**src/rtl/rv32i_pkg.sv**
```systemverilog
// Shared RV32I load/store encodings, LSU FSM states and fault codes.
package rv32i_pkg;

  localparam logic [2:0] F3_B  = 3'b000;
  localparam logic [2:0] F3_H  = 3'b001;
  localparam logic [2:0] F3_W  = 3'b010;
  localparam logic [2:0] F3_BU = 3'b100;
  localparam logic [2:0] F3_HU = 3'b101;

  typedef enum logic [1:0] {
    ST_IDLE = 2'd0,
    ST_BUS  = 2'd1,
    ST_RESP = 2'd2
  } lsu_state_e;

  localparam logic [1:0] FC_NONE    = 2'b00;
  localparam logic [1:0] FC_ALIGN   = 2'b01;
  localparam logic [1:0] FC_BUS_ERR = 2'b10;
  localparam logic [1:0] FC_TIMEOUT = 2'b11;

  // Illegal width code for the direction, or an address not aligned to the access size.
  function automatic logic req_bad(input logic we, input logic [2:0] f3, input logic [1:0] off);
    logic bad;
    bad = 1'b1;
    case (f3)
      F3_B:  bad = 1'b0;
      F3_H:  bad = off[0];
      F3_W:  bad = (off != 2'b00);
      F3_BU: bad = we;
      F3_HU: bad = we | off[0];
      default: bad = 1'b1;
    endcase
    return bad;
  endfunction

  function automatic logic [3:0] lane_sel(input logic [2:0] f3, input logic [1:0] off);
    logic [3:0] sel;
    case (f3[1:0])
      2'b00:   sel = 4'b0001 << off;
      2'b01:   sel = 4'b0011 << off;
      default: sel = 4'b1111;
    endcase
    return sel;
  endfunction

endpackage

```
**src/rtl/lsu_load_align.sv**
```systemverilog
// Picks the addressed byte/halfword out of a bus word and sign- or zero-extends it.
module lsu_load_align
  import rv32i_pkg::*;
(
  input  logic [31:0] i_data,
  input  logic [1:0]  i_off,
  input  logic [2:0]  i_funct3,
  output logic [31:0] o_data
);

  logic [7:0]  w_byte;
  logic [15:0] w_half;

  always_comb begin
    case (i_off)
      2'd0:    w_byte = i_data[7:0];
      2'd1:    w_byte = i_data[15:8];
      2'd2:    w_byte = i_data[23:16];
      default: w_byte = i_data[31:24];
    endcase
    w_half = i_off[1] ? i_data[31:16] : i_data[15:0];
    case (i_funct3)
      F3_B:    o_data = {{24{w_byte[7]}}, w_byte};
      F3_BU:   o_data = {24'b0, w_byte};
      F3_H:    o_data = {{16{w_half[15]}}, w_half};
      F3_HU:   o_data = {16'b0, w_half};
      default: o_data = i_data;
    endcase
  end

endmodule

```
**src/rtl/lsu_wb.sv**
```systemverilog
// RV32I load/store unit driving a Wishbone classic master port.
// Optional bus-wait timeout is built when LSU_WB_TIMEOUT_EN is defined.
module lsu_wb
  import rv32i_pkg::*;
#(
  parameter int unsigned TIMEOUT_CYCLES = 255
) (
  input  logic        clk,
  input  logic        rst,
  input  logic        req_valid,
  output logic        req_ready,
  input  logic        req_we,
  input  logic [2:0]  req_funct3,
  input  logic [31:0] req_addr,
  input  logic [31:0] req_wdata,
  input  logic [4:0]  req_rd,
  output logic        wb_cyc_o,
  output logic        wb_stb_o,
  output logic        wb_we_o,
  output logic [31:0] wb_adr_o,
  output logic [31:0] wb_dat_o,
  output logic [3:0]  wb_sel_o,
  input  logic [31:0] wb_dat_i,
  input  logic        wb_ack_i,
  input  logic        wb_err_i,
  output logic        rf_we,
  output logic [4:0]  rf_wa,
  output logic [31:0] rf_wd,
  output logic        busy,
  output logic        fault,
  output logic [1:0]  fault_cause,
  output logic [1:0]  dbg_state
);

  lsu_state_e  r_state, w_next;
  logic        r_we, r_fault;
  logic [2:0]  r_funct3;
  logic [31:0] r_addr, r_wdata, r_ldata;
  logic [4:0]  r_rd;
  logic [1:0]  r_cause;
  logic        w_accept, w_bad, w_timeout, w_bus_done, w_wr;
  logic [31:0] w_ldata, w_wdat_rep;

  // A request transfers on a rising edge where req_valid && req_ready; req_ready is
  // high exactly in IDLE and does not depend on req_valid.
  assign w_accept   = (r_state == ST_IDLE) && req_valid;
  assign w_bad      = req_bad(req_we, req_funct3, req_addr[1:0]);
  assign dbg_state  = r_state;

`ifdef LSU_WB_TIMEOUT_EN
  logic [15:0] r_tmo_cnt;

  always_ff @(posedge clk or posedge rst) begin
    if (rst)                    r_tmo_cnt <= 16'd0;
    else if (r_state != ST_BUS) r_tmo_cnt <= 16'd0;
    else                        r_tmo_cnt <= r_tmo_cnt + 16'd1;
  end

  assign w_timeout = (r_state == ST_BUS) && !wb_ack_i && !wb_err_i &&
                     (r_tmo_cnt == 16'(TIMEOUT_CYCLES - 1));
`else
  assign w_timeout = 1'b0;
`endif

  assign w_bus_done = wb_ack_i || wb_err_i || w_timeout;

  lsu_load_align u_align (
    .i_data   (wb_dat_i),
    .i_off    (r_addr[1:0]),
    .i_funct3 (r_funct3),
    .o_data   (w_ldata)
  );

  always_comb begin
    case (r_funct3[1:0])
      2'b00:   w_wdat_rep = {4{r_wdata[7:0]}};
      2'b01:   w_wdat_rep = {2{r_wdata[15:0]}};
      default: w_wdat_rep = r_wdata;
    endcase
  end

  always_ff @(posedge clk or posedge rst) begin
    if (rst) r_state <= ST_IDLE;
    else     r_state <= w_next;
  end

  always_comb begin
    w_next = r_state;
    case (r_state)
      ST_IDLE: if (w_accept) w_next = w_bad ? ST_RESP : ST_BUS;
      ST_BUS:  if (w_bus_done) w_next = ST_RESP;
      ST_RESP: w_next = ST_IDLE;
      default: w_next = ST_IDLE;
    endcase
  end

  always_ff @(posedge clk or posedge rst) begin
    if (rst) begin
      r_we     <= 1'b0;
      r_funct3 <= 3'b0;
      r_addr   <= 32'b0;
      r_wdata  <= 32'b0;
      r_rd     <= 5'b0;
      r_ldata  <= 32'b0;
      r_fault  <= 1'b0;
      r_cause  <= FC_NONE;
    end else if (w_accept) begin
      r_we     <= req_we;
      r_funct3 <= req_funct3;
      r_addr   <= req_addr;
      r_wdata  <= req_wdata;
      r_rd     <= req_rd;
      r_fault  <= w_bad;
      r_cause  <= w_bad ? FC_ALIGN : FC_NONE;
    end else if ((r_state == ST_BUS) && w_bus_done) begin
      r_ldata <= w_ldata;
      // err outranks a simultaneous ack; no ack and no err here means timeout
      if (wb_err_i) begin
        r_fault <= 1'b1;
        r_cause <= FC_BUS_ERR;
      end else if (!wb_ack_i) begin
        r_fault <= 1'b1;
        r_cause <= FC_TIMEOUT;
      end
    end
  end

  always_comb begin
    req_ready   = (r_state == ST_IDLE);
    busy        = (r_state != ST_IDLE);
    wb_cyc_o    = 1'b0;
    wb_stb_o    = 1'b0;
    wb_we_o     = 1'b0;
    wb_adr_o    = 32'b0;
    wb_dat_o    = 32'b0;
    wb_sel_o    = 4'b0;
    w_wr        = 1'b0;
    rf_we       = 1'b0;
    rf_wa       = 5'b0;
    rf_wd       = 32'b0;
    fault       = 1'b0;
    fault_cause = FC_NONE;
    case (r_state)
      ST_BUS: begin
        wb_cyc_o = 1'b1;
        wb_stb_o = 1'b1;
        wb_we_o  = r_we;
        wb_adr_o = {r_addr[31:2], 2'b00};
        wb_sel_o = lane_sel(r_funct3, r_addr[1:0]);
        wb_dat_o = r_we ? w_wdat_rep : 32'b0;
      end
      ST_RESP: begin
        w_wr        = !r_fault && !r_we && (r_rd != 5'd0);
        rf_we       = w_wr;
        rf_wa       = w_wr ? r_rd : 5'b0;
        rf_wd       = w_wr ? r_ldata : 32'b0;
        fault       = r_fault;
        fault_cause = r_fault ? r_cause : FC_NONE;
      end
      default: ;
    endcase
  end

endmodule
```
**config.mk**
```make
export PLATFORM = sky130hd
export DESIGN_NAME = lsu_wb
export DESIGN_NICKNAME = d
export VERILOG_FILES = /design/src/rtl/rv32i_pkg.sv /design/src/rtl/lsu_load_align.sv /design/src/rtl/lsu_wb.sv
export SDC_FILE = /design/constraint.sdc
export NUM_CORES = 1
export LEC_CHECK = 0
export BUFFER_PORTS_ARGS = -buffer_cell sky130_fd_sc_hd__buf_2
export CELL_PAD_IN_SITES_DETAIL_PLACEMENT = 1
export CELL_PAD_IN_SITES_GLOBAL_PLACEMENT = 1
export CORE_UTILIZATION = 39
export CTS_BUF_LIST = sky130_fd_sc_hd__clkbuf_8
export DETAILED_ROUTE_END_ITERATION = 12
export PLACE_DENSITY = 0.95
export SKIP_LAST_GASP = 1
export SYNTH_ARGS = -nofsm -noshare
export SYNTH_HDL_FRONTEND = slang
export SYNTH_SLANG_ARGS = --single-unit
```
**constraint.sdc**
```tcl
create_clock -name clk -period 8.9 [get_ports clk]
set_input_delay 1.78 -clock clk [delete_from_list [all_inputs] [get_ports clk]]
set_output_delay 1.78 -clock clk [all_outputs]
set_load 0.01 [all_outputs]
```
## Word level (Yosys, flattened, before mapping)

Index checks and enable logic that the tools add are counted.

- Memories kept: 0
- Bits in writable memories: 0
- Input bits: 110
- Output and inout bits: 116
- Bits in latches: 0
- Bits in registers: 110
- Memory bits (read-only): 0

- Bitwise gates (word level): 2
- $lt $le $gt $ge: 0
- Reduce and logical (&&, ||, !) cells: 19
- Equality and inequality tests: 15
- Shift operators: 2
- Muxes and demuxes: 33
- Multiply operators: 0
- Divide/modulo/power cells: 0
- $add $sub $neg: 0

Operator list:

| operator | count |
|---|---|
| $mux 32 | 5 |
| $pmux 32 s4 | 1 |
| $pmux 32 s2 | 1 |
| $pmux 8 s3 | 1 |
| $mux 2 | 9 |
| $mux 16 | 1 |
| $eq 3x3->1 const B | 4 |
| $mux 5 | 2 |
| $mux 1 | 9 |
| $pmux 4 s2 | 1 |
| $eq 2x1->1 const B | 3 |
| $eq 3x1->1 const B | 2 |
| $logic_not 2->1 | 3 |
| $logic_not 3->1 | 2 |
| $reduce_and 2->1 | 3 |
| $reduce_bool 2->1 | 3 |
| $pmux 1 s5 | 1 |
| $reduce_bool 5->1 | 1 |
| $eq 2x2->1 const B | 2 |
| $logic_and 1x1->1 | 4 |
| $mux 4 | 1 |
| $pmux 2 s2 | 1 |
| $shl 1x2->4 const A | 1 |
| $shl 2x2->4 const A | 1 |
| 8 further kinds | 9 |

## Logic depth before layout (Yosys ltp)

- Depth after elaboration: 5
- Mapped depth: 7
- Depth with buffers taken out: 5

## Hierarchy

Synthesis repeated with hierarchy kept, for this count alone.

- Cells, all modules: 566
- Area, all modules: 6291.0 um^2

By module, submodules not included:

| module | times used | cells each | seq. area each (um^2) | area each (um^2) |
|---|---|---|---|---|
| lsu_wb | 1 | 433 | 2752.6 | 5321.4 |
| lsu_load_align | 1 | 133 | 0.0 | 969.7 |

## Worst setup path after synthesis

No wires, ideal clock.

- Kind: register -> output
- Start: register r_state[0] (netlist: dbg_state[0])
- End: output port rf_wa[0]
- Stages on the path, launching flop included: 5
- Required time: 7.120 ns
- Arrival: 1.575 ns
- Path buffers: 1
- Slack: 5.545 ns
- Path through: dfrtp_1 nand2b_1 nor4_2 clkbuf_1 and2_1

- Cells in the longest elaborated chain, start to end: 2

RTL lines:

| element | RTL line | text |
|---|---|---|
| from (decl) | lsu_wb.sv:35 | `lsu_state_e r_state, w_next;` |
| from (signal assigned) | lsu_wb.sv:84 | `else r_state <= w_next;` |
| $eq 2x2->1 | lsu_wb.sv:143 | `case (r_state)` |
| $mux 5 | lsu_wb.sv:143 |  |
| to (decl) | lsu_wb.sv:27 | `output logic [4:0] rf_wa,` |

Every way passes these cells.

## Worst setup path in the final report

- Start: register r_state[0] (netlist: dbg_state[0])
- End: output port wb_dat_o[19]

- Cells in the longest elaborated chain, start to end: 2

RTL lines:

| element | RTL line | text |
|---|---|---|
| $eq 2x1->1 | lsu_wb.sv:143 |  |
| $mux 32 | lsu_wb.sv:143 |  |
| to (decl) | lsu_wb.sv:21 | `output logic [31:0] wb_dat_o,` |

Every way passes these cells.

==> qor.txt <==
Worst EP required = 7.12 ns
main flop type after synthesis = dfrtp_1
Non-Filler Instances = 1078
total track usage = 0.267
Bufs on Longest Clock Path = 2
Worst EP arrival = 3.27 ns
switch share = 0.386
DR vias = 5529
# IOs = 226
CP peak stage delay = 1.06 ns
Setup-failing EPs final = 0
Post-CTS Setup Inserts = 0
worst hold path type = register to register
status = finished clean
Power Density = 222 mW/mm^2
leakage = 3.94 nW
grt total ovfl = 0
Combinational Power Share = 0.295
CP Max Fanout = 47
ANT nets after route = 0
DP Wirelength = 14.2 mm
Synth warnings = 0
Max Slew Vio Count = 0
Sum Neg Setup Slack = 0 ns
crit share post-route = 0.568
hold_buf cts = 0
Routability Congestion = 0.851
RSZ-0062 raised after global routing = no
Area after DPL = 0.00688 mm^2
Buf/Inv on CP = 2
H-tree depth = 3
Slowest-stage cell, CP = nand2_1
clock skew = 0.00883 ns
post-cts sizing count = 0
clock slew at reported path FFs = 0.11 ns
asr flop ratio synth = 1.00
Port Buf Inserts = 223
top achievable clock speed = 198 MHz
sequential fraction of the synthesis area = 0.484
Slew headroom = 0.289
Die Y = 123 um
Vias/cell = 5.13
Layout area overhead = 24.1%
Pint = 0.962 mW
layout cells sized above 1 = 0.300
Final nets = 1002
drt first pass iters = 4
DRC Markers = 0
Die Span X = 123 um
core area = 0.0140 mm^2
final hold violation count = 0
antenna violations before repair = 2
vias in the first global route = 5802
kind of critical path = register to output port
Avg Cell Area, Syn = 8.10 um^2
Num CTS Buffers = 9
synthesized flop and latch total = 110
full die area = 0.0151 mm^2
final hold slack = 0.477 ns
Clock Power Share = 0.193
CTS tree = done
peak supply drop = 130 uV
Clk Latency, worst-skew pair = 0.39 ns
Starting Density = 0.405
Rows = 43
CTS sink cnt = 110
switching component of the power = 0.604 mW
cell count after synthesis = 703
DR WL/cell = 17.9 um
area of the mapped netlist = 0.00569 mm^2
Cells after DPL = 1061
FILL cells = 1786
synth unique cells = 41
crit path cell chain = nand2b_1 > clkinv_1 > nand2_1 > nor2_1 > buf_2
CP delay by family, top = simple AND/OR/NAND/NOR gates
wire length of the first global-routing pass = 30.2 mm
Sequential Power Share = 0.511
pin count of the biggest net entering global routing = 79
Post-synth EDFFs = 0
Worst setup SP type = register
maxcap violations = 0
CTS Root Cell = clkbuf_8
endpoint type of the worst setup path = output port
drt first-iter violations = 295
Layout Utilization = 0.503
WL final = 19.3 mm
Final Critical Period = 5.05 ns
Slew @ Worst Pin = 1.06 ns
Finished Cell Area = 0.00707 mm^2
==> per-stage QoR <==
step / total power, mW / setup slack, ns
floorplan: 1.08 / 4.22
finish: 1.57 / 3.85
global route: 1.67 / 3.49
global placement: 1.24 / 4.39
detailed placement: 1.27 / 4.22
CTS: 1.58 / 3.77
==> layout by cell type (no fill, tap or decap), types with 2 or more instances in the layout <==
cell and count:
nand2_1 264, inv_1 6, buf_4 5, and3_1 8
nor2b_1 3, mux2_2 12, a221oi_1 6, a32oi_1 2
o21ai_0 11, nor2_1 63, inv_6 3, clkinv_4 2
a22o_1 2, conb_1 2, clkbuf_8 10, dfrtp_1 109
nand2b_1 3, a31oi_1 3, a21oi_1 40, a22oi_1 2
mux2i_1 23, or2_2 3, o311ai_0 2, buf_2 223
and2_1 69
==> final timing paths <==
| check | start | end | slack, ns | cells past startpoint |
|---|---|---|---|---|
| setup / recovery | dbg_state[0]$_DFFE_PP0P_ | wb_dat_o[19] | 3.85 | 5 |
| hold / removal | r_addr[13]$_DFFE_PP0P_ | r_addr[13]$_DFFE_PP0P_ | 0.48 | 2 |
| setup reg to reg | dbg_state[0]$_DFFE_PP0P_ | r_ldata[9]$_DFFE_PP0P_ | 5.73 | 5 |
| hold reg to reg | r_addr[13]$_DFFE_PP0P_ | r_addr[13]$_DFFE_PP0P_ | 0.48 | 2 |
| max in group asynchronous | rst | r_funct3[1]$_DFFE_PP0P_ | 6.11 | 3 |
| min in group asynchronous | rst | r_ldata[3]$_DFFE_PP0P_ | 1.38 | 2 |
==> sequential cells by signal, indices dropped and copies added (netlist names), 2 cells and up <==
| register | count |
|---|---|
| dbg_state | 2 |
| r_rd | 5 |
| r_ldata | 32 |
| r_addr | 32 |
| r_wdata | 32 |
| r_funct3 | 3 |
| r_cause | 2 |
==> cells in the mapped netlist (2+ instances only) <==
cell type	number	area, um^2
dfrtp_1	110	2750
o311ai_0	2	17.5
a221oi_1	6	52.6
nand2b_1	3	18.8
buf_2	5	25.0
nor2b_1	3	18.8
mux2_2	12	135
nand2_1	265	995
a32oi_1	2	17.5
or2_2	3	18.8
buf_1	8	30.0
nor2_1	63	236
o21ai_0	11	55.1
a21oi_1	40	200
a22oi_1	2	15.0
mux2i_1	23	230
a31oi_1	3	18.8
clkbuf_1	34	128
and3_1	8	50.1
buf_4	3	22.5
a22o_1	2	17.5
and2_1	70	438
inv_1	7	26.3
==> tightest hold or removal path: stages, from the launching register on <==
cell and delay (ns):
dfrtp_1 0.35, nand2_1 0.05, nand2_1 0.05
==> power by group through the flow <==
stage | logic [mW] | clock network [mW] | registers (mW)
floorplan | 0.357 | 0 | 0.727
detailed placement | 0.465 | 0 | 0.809
global route | 0.524 | 0.323 | 0.820
global placement | 0.443 | 0 | 0.798
CTS | 0.468 | 0.309 | 0.799
finish | 0.463 | 0.303 | 0.801
==> final cells by class <==
class,count,area [um^2],area share
inverters,8,32.5,0.00460
diodes,1,2.50,0.000354
clock buffers,10,138,0.0195
multi-input cells,535,2710,0.383
clock inverters,6,51.3,0.00726
repair buffers,228,1150,0.163
well taps,180,225,0.0319
flip-flops and latches,110,2750,0.390
==> metal layers <==
| layer | GRT usage | vias to the layer above | wire length (um) |
|---|---|---|---|
| li1 | - | 2608 | - |
| met1 | 0.330 | 2688 | 7970 |
| met2 | 0.445 | 204 | 9510 |
| met3 | 0.0688 | 27 | 1410 |
| met4 | 0.101 | 2 | 438 |
| met5 | 0 | - | 17 |
==> cells by family after synthesis <==
kind of cell | Yosys count | share of synthesized area
multiplexers | 36 | 0.0681
AO/OA/AOI/OAI | 74 | 0.0809
AND/OR/NAND/NOR | 423 | 0.324
flip-flops | 110 | 0.484
other | 1 | 0.000659
buffers and inverters | 59 | 0.0433
Note: power is estimated with default switching activity, not from simulation.
